--- config.mk ---
export PLATFORM = sky130hd
export DESIGN_NAME = button_conditioner
export DESIGN_NICKNAME = d
export VERILOG_FILES = /design/src/rtl/button_conditioner_pkg.sv /design/src/rtl/button_conditioner_debounce_channel.sv /design/src/rtl/button_conditioner.sv
export SDC_FILE = /design/constraint.sdc
export NUM_CORES = 1
export LEC_CHECK = 0
export BUFFER_PORTS_ARGS = -buffer_cell sky130_fd_sc_hd__buf_2
export CAP_MARGIN = 20
export CORE_MARGIN = 2
export CORE_UTILIZATION = 63
export CTS_CLUSTER_SIZE = 20
export DETAILED_ROUTE_END_ITERATION = 10
export GPL_TIMING_DRIVEN = 0
export PLACE_DENSITY = 0.89
export SLEW_MARGIN = 10
export SYNTH_ARGS = -nofsm -noshare
export SYNTH_HDL_FRONTEND = slang
export SYNTH_HIERARCHICAL = 1
export SYNTH_SLANG_ARGS = --single-unit
--- constraint.sdc ---
create_clock -name clk25 -period 2.2 [get_ports clk25]
set_input_delay 0.44 -clock clk25 [delete_from_list [all_inputs] [get_ports clk25]]
set_output_delay 0.44 -clock clk25 [all_outputs]
set_load 0.02 [all_outputs]
--- src/rtl/button_conditioner_pkg.sv ---
// ============================================================================
// Module  : button_conditioner_pkg
// Brief   : Shared button indices, keyboard-select encodings and reset FSM states.
// Revision: 1.0
// ============================================================================
`default_nettype none

package button_conditioner_pkg;

    localparam int c_btn_reset = 0;
    localparam int c_btn_cls   = 1;
    localparam int c_btn_ps2   = 2;

    localparam logic c_sel_ps2  = 1'b1;
    localparam logic c_sel_uart = 1'b0;

    localparam logic [0:0] c_st_assert = 1'b0;
    localparam logic [0:0] c_st_run    = 1'b1;

endpackage

`default_nettype wire

--- src/rtl/button_conditioner_debounce_channel.sv ---
// ============================================================================
// Module  : debounce_channel
// Brief   : Two-flop synchroniser, stable-count debouncer and edge pulses for one button.
// Revision: 1.0
// ============================================================================
`default_nettype none

module debounce_channel #(
    parameter int DEBOUNCE_CYCLES = 250000,
    parameter int CNT_WIDTH       = 18
) (
    input  logic clk25,
    input  logic rst,
    input  logic btn_in,
    output logic btn_level,
    output logic btn_press,
    output logic btn_release
);

    localparam logic [CNT_WIDTH-1:0] c_cnt_last = CNT_WIDTH'(DEBOUNCE_CYCLES - 1);

    logic                 r_sync1;
    logic                 r_sync2;
    logic [CNT_WIDTH-1:0] r_cnt;
    logic                 r_level;
    logic                 r_press;
    logic                 r_release;
    logic                 w_s;

    // Pin is active-low; work in active-high after the synchroniser.
    assign w_s = ~r_sync2;

    always_ff @(posedge clk25) begin
        if (rst) begin
            r_sync1   <= 1'b1;
            r_sync2   <= 1'b1;
            r_cnt     <= '0;
            r_level   <= 1'b0;
            r_press   <= 1'b0;
            r_release <= 1'b0;
        end else begin
            r_sync1   <= btn_in;
            r_sync2   <= r_sync1;
            r_press   <= 1'b0;
            r_release <= 1'b0;
            if (w_s == r_level) begin
                r_cnt <= '0;
            end else if (r_cnt == c_cnt_last) begin
                r_level   <= w_s;
                r_cnt     <= '0;
                r_press   <= w_s;
                r_release <= ~w_s;
            end else begin
                r_cnt <= r_cnt + 1'b1;
            end
        end
    end

    assign btn_level   = r_level;
    assign btn_press   = r_press;
    assign btn_release = r_release;

endmodule

`default_nettype wire

--- src/rtl/button_conditioner.sv ---
// ============================================================================
// Module  : button_conditioner
// Brief   : Debounced buttons, core reset generator, clear-screen level and PS/2/UART select.
// Revision: 1.0
// ============================================================================
`default_nettype none

module button_conditioner
    import button_conditioner_pkg::*;
#(
    parameter int   NUM_BUTTONS       = 4,
    parameter int   DEBOUNCE_CYCLES   = 250000,
    parameter int   CNT_WIDTH         = 18,
    parameter int   RESET_HOLD_CYCLES = 16,
    parameter logic PS2_SELECT_INIT   = c_sel_ps2
) (
    input  logic                   clk25,
    input  logic                   rst,
    input  logic [NUM_BUTTONS-1:0] button,
    output logic [NUM_BUTTONS-1:0] btn_level,
    output logic [NUM_BUTTONS-1:0] btn_press,
    output logic [NUM_BUTTONS-1:0] btn_release,
    output logic                   rst_n_out,
    output logic                   vga_cls,
    output logic                   ps2_select
);

    localparam int                   c_hold_w    = $clog2(RESET_HOLD_CYCLES + 1);
    localparam logic [c_hold_w-1:0]  c_hold_init = c_hold_w'(RESET_HOLD_CYCLES);
    localparam logic [c_hold_w-1:0]  c_hold_one  = c_hold_w'(1);

    logic [NUM_BUTTONS-1:0] w_level;
    logic [NUM_BUTTONS-1:0] w_press;
    logic [NUM_BUTTONS-1:0] w_release;
    logic [NUM_BUTTONS-1:0] w_mask;
    logic [0:0]             r_state;
    logic [0:0]             w_state_next;
    logic [c_hold_w-1:0]    r_hold;
    logic [c_hold_w-1:0]    w_hold_next;
    logic                   w_rst_n;
    logic                   r_ps2;

    genvar gi;
    generate
        for (gi = 0; gi < NUM_BUTTONS; gi++) begin : g_channel
            debounce_channel #(
                .DEBOUNCE_CYCLES (DEBOUNCE_CYCLES),
                .CNT_WIDTH       (CNT_WIDTH)
            ) u_channel (
                .clk25       (clk25),
                .rst         (rst),
                .btn_in      (button[gi]),
                .btn_level   (w_level[gi]),
                .btn_press   (w_press[gi]),
                .btn_release (w_release[gi])
            );
        end
    endgenerate

    always_ff @(posedge clk25) begin
        if (rst) begin
            r_state <= c_st_assert;
            r_hold  <= c_hold_init;
        end else begin
            r_state <= w_state_next;
            r_hold  <= w_hold_next;
        end
    end

    // Leaving ASSERT on the last decrement keeps the core in reset for exactly the hold count.
    always_comb begin
        w_state_next = r_state;
        w_hold_next  = r_hold;
        case (r_state)
            c_st_assert: begin
                if (w_level[c_btn_reset]) begin
                    w_hold_next = c_hold_init;
                end else if (r_hold <= c_hold_one) begin
                    w_state_next = c_st_run;
                    w_hold_next  = '0;
                end else begin
                    w_hold_next = r_hold - c_hold_one;
                end
            end
            c_st_run: begin
                if (w_level[c_btn_reset]) begin
                    w_state_next = c_st_assert;
                    w_hold_next  = c_hold_init;
                end
            end
            default: begin
                w_state_next = c_st_assert;
                w_hold_next  = c_hold_init;
            end
        endcase
    end

    // An accepted reset press pulls the core into reset in the same cycle its level rises.
    always_comb begin
        w_rst_n = (r_state == c_st_run) && !w_level[c_btn_reset];
    end

    assign w_mask = {{(NUM_BUTTONS-1){w_rst_n}}, 1'b1};

    always_ff @(posedge clk25) begin
        if (rst) begin
            r_ps2 <= PS2_SELECT_INIT;
        end else if (btn_press[c_btn_ps2]) begin
            r_ps2 <= ~r_ps2;
        end
    end

    assign btn_level   = w_level;
    assign btn_press   = w_press & w_mask;
    assign btn_release = w_release & w_mask;
    assign rst_n_out   = w_rst_n;
    assign vga_cls     = w_level[c_btn_cls];
    assign ps2_select  = r_ps2;

endmodule

`default_nettype wire

* Word level (Yosys, flattened, before mapping)
Index checks and enable logic that the tools add are counted.
Storage, ports and cells: flip-flop bits (word level) 99, input bits 6, output and inout port bits 15, logic and storage cells 80
Cells by class: add/subtract/negate cells 5, order comparisons 1, eq/ne operators 9, mux-type cells 8, bitwise gates (word level) 16, reductions and logical operators 14
Operators with widths (count):
- $add 18x1->18 const B | 4
- $eq 18x18->1 const B | 4
- $reduce_or 3->1 | 8
- $mux 5 | 3
- $not 1->1 | 14
- $pmux 5 s2 | 1
- $and 4x4->4 | 2
- $reduce_and 2->1 | 4
- $le 5x1->1 const B | 1
- $sub 5x1->5 const B | 1
- $eq 1x1->1 | 4
- $mux 1 | 3
- $ne 2x1->1 const B | 1
- $pmux 1 s2 | 1
- $logic_and 1x1->1 | 1
- $logic_not 1->1 | 1

* Logic depth before layout (Yosys ltp)
word-level depth 4, depth in mapped cells 6, depth with buffers taken out 5

* By module
The synthesis kept the hierarchy.
Modules (own cells, without submodules):
- debounce_channel | times used 4, cells each 110, area an instance 988.4 um^2, sequential area each 460.4 um^2
- button_conditioner | times used 1, cells each 50, area an instance 431.7 um^2, sequential area each 140.1 um^2

* Worst setup path after synthesis
No wires, ideal clock.
kind reg2out, from register g_channel[0].u_channel.r_level, to output port btn_press[1], data arrival time 1.053 ns, required time 1.760 ns, setup slack 0.707 ns, cell stages (with the launch flop) 4, path buffers 1, cell sequence dfxtp_1 nor2b_1 clkbuf_2 and2_1
Between the ends: longest elaborated chain between the ends 3
Ends and longest elaborated chain:
- start, declared | RTL line button_conditioner_debounce_channel.sv:25 | logic r_level;
- start signal, assigned | RTL line button_conditioner_debounce_channel.sv:49 | r_level <= w_s;
- $logic_not 1->1 | RTL line button_conditioner.sv:100 | w_rst_n = (r_state == c_st_run) && !w_level[c_btn_reset];
- $logic_and 1x1->1 | RTL line button_conditioner.sv:100
- via rst_n_out | RTL line button_conditioner.sv:23 | output logic rst_n_out,
- $and 4x4->4 | RTL line button_conditioner.sv:114 | assign btn_press = w_press & w_mask;
- end, declared | RTL line button_conditioner.sv:21 | output logic [NUM_BUTTONS-1:0] btn_press,
The timed path passes the listed nets, and every way through them passes these cells.

* Worst setup path after layout
from register g_channel[0].u_channel.r_level, to output port btn_release[1]
Between the ends: longest elaborated chain between the ends 3
Ends and longest elaborated chain:
- $logic_not 1->1 | RTL line button_conditioner.sv:100
- $logic_and 1x1->1 | RTL line button_conditioner.sv:100
- $and 4x4->4 | RTL line button_conditioner.sv:115 | assign btn_release = w_release & w_mask;
- end, declared | RTL line button_conditioner.sv:22 | output logic [NUM_BUTTONS-1:0] btn_release,
Every way passes these cells.

==> summary.md <==
| Metric | Value |
|---|---|
| Status | finished clean |
| Drt drc | 0 |
| Number of routed nets with antenna violations | 0 |
| Routed via count | 3592 |
| Root Buffer | clkbuf_8 |
| Layout Nets | 533 |
| Clk sinks | between 90 and 100 |
| Final HPWL DP | 6150 um |
| Final setup vio count | 0 |
| Htree depth | 3 |
| Final Hold Fails | 0 |
| Crit share post-route | 87.8% |
| Clock Latency Late Sink | 0.36 ns |
| CTS Hold Bufs | 0 |
| Synth Cell Area | 4390 um^2 |
| Count of buffers from port buffering | 20 |
| Worst-case clock buffer depth | 2 |
| Warnings, synthesis | 6 |
| Fin. max-slew vios | 0 |
| RSZ-0062 raised after global routing | no |
| Max-slew headroom | 65.0% |
| Synth Area per Inst | 8.95 um^2 |
| Crit path max-delay cell type | dfxtp_1 |
| Initial core utilization | 64.9% |
| Crit Path Max Fanout | 10 |
| Total GRT Usage | about a quarter |
| CTS tree | done |
| Critical path endpoint category | output port |
| Slowest stage delay, CP | around 0.51 ns |
| Worst IR Drop VDD | 0.494 mV |
| Postcts setup bufs | 0 |
| Top-Level Pins | 21 |
| WL final | 8760 um |
| Chip width | 87.4 um |
| Crit path buf inv count | 2 |
| Synth cell types | 38 |
| Wire per inst | 14.5 um |
| PD cells | roughly 730 nW/um^2 |
| DR pass1 iterations | 4 |
| Peak Freq | 0.518 GHz |
| CP Class | reg -> out |
| Placer Congestion | approximately 0.93 |
| Largest delay contributor family on the critical path | flip-flops |
| Post-layout min period | around 1.9 ns |
| Clk pin slew, worst setup/hold paths | roughly 0.090 ns |
| GRT overflow | 0 |
| Die ar. | 7640 um^2 |
| Leak pwr | 0.00151 uW |
| Total inserted antenna cells | 0 |
| Seq/Total Area, Yosys | 45.2% |
| Arr. time, crit path | 1.49 ns |
| Post-CTS Resized | 0 |
| Vias in the first global route | 3350 |
| Largest net degree at the start of global routing | 35 |
| Initial drt markers | 194 |
| Die outline height | 87.4 um |
| Slew @ Worst Pin | ~0.53 ns |
| Final setup TNS | 0 ns |
| Worst Path Required | 1.76 ns |
| Vias/cell | ~6 |
| Worst hold path type | in -> reg |
| Startpoint Class | flip-flop |
| Area delta synth->final | 9.50% |
| Crit-path cells | nor2b_1, clkbuf_2, and2_1, buf_2 |
| WHS | 0.257 ns |
| FF+latch count, synth | between 90 and 100 |
| First-pass GRT wire length | 14700 um |
| Worst clock skew | about 0.01 ns |
| Core Box Area | 6760 um^2 |
| Syn Inst Count | 490 |
| Share of post-route cells with drive strength above 1 | a little over an eighth |
| Row cnt | 30 |
| Post-Syn Nets | ~500 |
| Initial antenna violation count | 0 |
| Max-cap violations | 0 |
| Number of CTS-inserted buffers | 9 |
| Fillers | 513 |
==> kinds of logic (layout without fill, tap and decap cells) <==
family                     count (synthesis)  after routing  synth area share [%]
and+or+nand+nor                          272            272                  33.6
DFF                                       99             99                  45.2
xor gates and xnor gates                  56             56                  11.2
AOI/OAI and AO/OA                         40             40                  5.59
buffers and inverters                     16             52                  2.51
adders and majority gates                  6              6                  1.71
muxes                                      1              1                 0.228
==> Yosys cell counts <==
cell / count / area (um^2)
a21oi_1: 13 / 65.1
nand4_1: 24 / 150
or3_1: 4 / 25.0
nand3_1: 26 / 130
dfxtp_1: 99 / 1980
nor3_1: 21 / 105
o21ai_0: 12 / 60.1
nor4b_2: 4 / 60.1
o21ba_2: 1 / 10.0
o21a_1: 1 / 7.51
clkbuf_2: 1 / 5.00
o21bai_1: 1 / 7.51
nand2_1: 24 / 90.1
or2_1: 4 / 25.0
o21ai_1: 1 / 5.00
nor2_1: 79 / 297
o21ai_2: 4 / 35.0
nand4b_1: 8 / 70.1
and2_1: 10 / 62.6
mux2i_1: 1 / 10.0
buf_4: 3 / 22.5
and3_1: 17 / 106
buf_6: 5 / 56.3
o31ai_1: 4 / 30.0
nor4_2: 1 / 12.5
ha_1: 6 / 75.1
nor4b_1: 1 / 8.76
o211ai_1: 1 / 7.51
nand2b_4: 1 / 13.8
xnor2_1: 48 / 420
nor4_1: 25 / 156
o32ai_1: 2 / 17.5
nor2b_1: 6 / 37.5
nand3_2: 4 / 40.0
xor2_1: 8 / 70.1
or2_2: 12 / 75.1
inv_1: 7 / 26.3
or4_1: 1 / 7.51
==> sequential cells by signal, summed over array words and instances (netlist names) <==
name	flops
ps2_select	1
r_state	1
g_channel.u_channel/r_sync1	4
g_channel.u_channel/btn_press	4
r_hold	5
g_channel.u_channel/btn_release	4
g_channel.u_channel/r_cnt	72
g_channel.u_channel/btn_level	4
g_channel.u_channel/r_sync2	4
==> where the power goes <==
group          switching (uW)  internal, uW
clock network             615           643
logic                     176           159
registers                60.6          1850
total                     851          2650
==> area by class of cell <==
cell class | count | area [um^2] | share of cell area, %
Clock inverter | 6 | 88.8 | 1.85
Multi-Input combinational cell | 375 | 2290 | 47.8
Inverter | 7 | 26.3 | 0.547
Buffer | 9 | 83.8 | 1.75
Tap cell | 80 | 100 | 2.08
Timing Repair Buffer | 20 | 100 | 2.08
Sequential cell | 99 | 1980 | 41.3
Clock buffer | 10 | 128 | 2.66
==> placed cells by master, fill, tap and decap left out, types with 2 or more instances in the layout <==
cell type and n:
nor4_1 25, bufinv_16 2, nor3_1 21, o32ai_1 2, xor2_1 8, or3_1 4, clkbuf_8 9, o21ai_0 12
buf_6 5, xnor2_1 48, o31ai_1 4, nand4b_1 8, a21oi_1 13, clkinvlp_4 2, nand4_1 24, and2_1 10
dfxtp_1 99, nand2_1 24, nor4b_2 4, nand3_1 26, nor2_1 79, or2_2 12, nor2b_1 6, o21ai_2 4
buf_4 3, buf_2 20, inv_1 7, ha_1 6, and3_1 17, or2_1 4, nand3_2 4
==> worst paths after layout <==
check / depth (start not counted) / slack [ns] / endpoint / startpoint
setup / recovery: 4 / 0.27 / btn_release[1] / g_channel[0].u_channel/btn_level
hold / removal: 2 / 0.26 / g_channel[2].u_channel/r_sync1 / button[2]
setup reg to reg: 6 / 0.45 / g_channel[3].u_channel/r_cnt[13] / g_channel[3].u_channel/r_cnt[0]
hold reg to reg: 1 / 0.41 / g_channel[1].u_channel/r_sync2 / g_channel[1].u_channel/r_sync1
==> per-stage QoR <==
stage | util, % | power (uW) | setup slack, ns | instance area, um^2 | instances
after floorplan | - | 2200 | 0.707 | 4390 | 490
after global placement | 67.9 | 2250 | 0.531 | 4590 | 590
after detailed placement | 67.9 | 2280 | 0.466 | 4590 | 590
after CTS | 71.1 | 3520 | 0.274 | 4800 | 606
after global routing | 71.1 | 3640 | 0.187 | 4800 | 606
final | 71.1 | 3500 | 0.269 | 4800 | 606
==> layer usage <==
layer / GRT usage [%] / up-vias / share of wire [%] / routed length, um
met5: 0 / - / 0 / 0
met4: 9.51 / 0 / 2.6 / 228
met3: 6.16 / 25 / 5.0 / 436
met2: 39.6 / 122 / 48 / 4190
met1: 30.6 / 1652 / 45 / 3900
li1: - / 1793 / - / -
No activity file was read; power rests on OpenSTA's default activity.
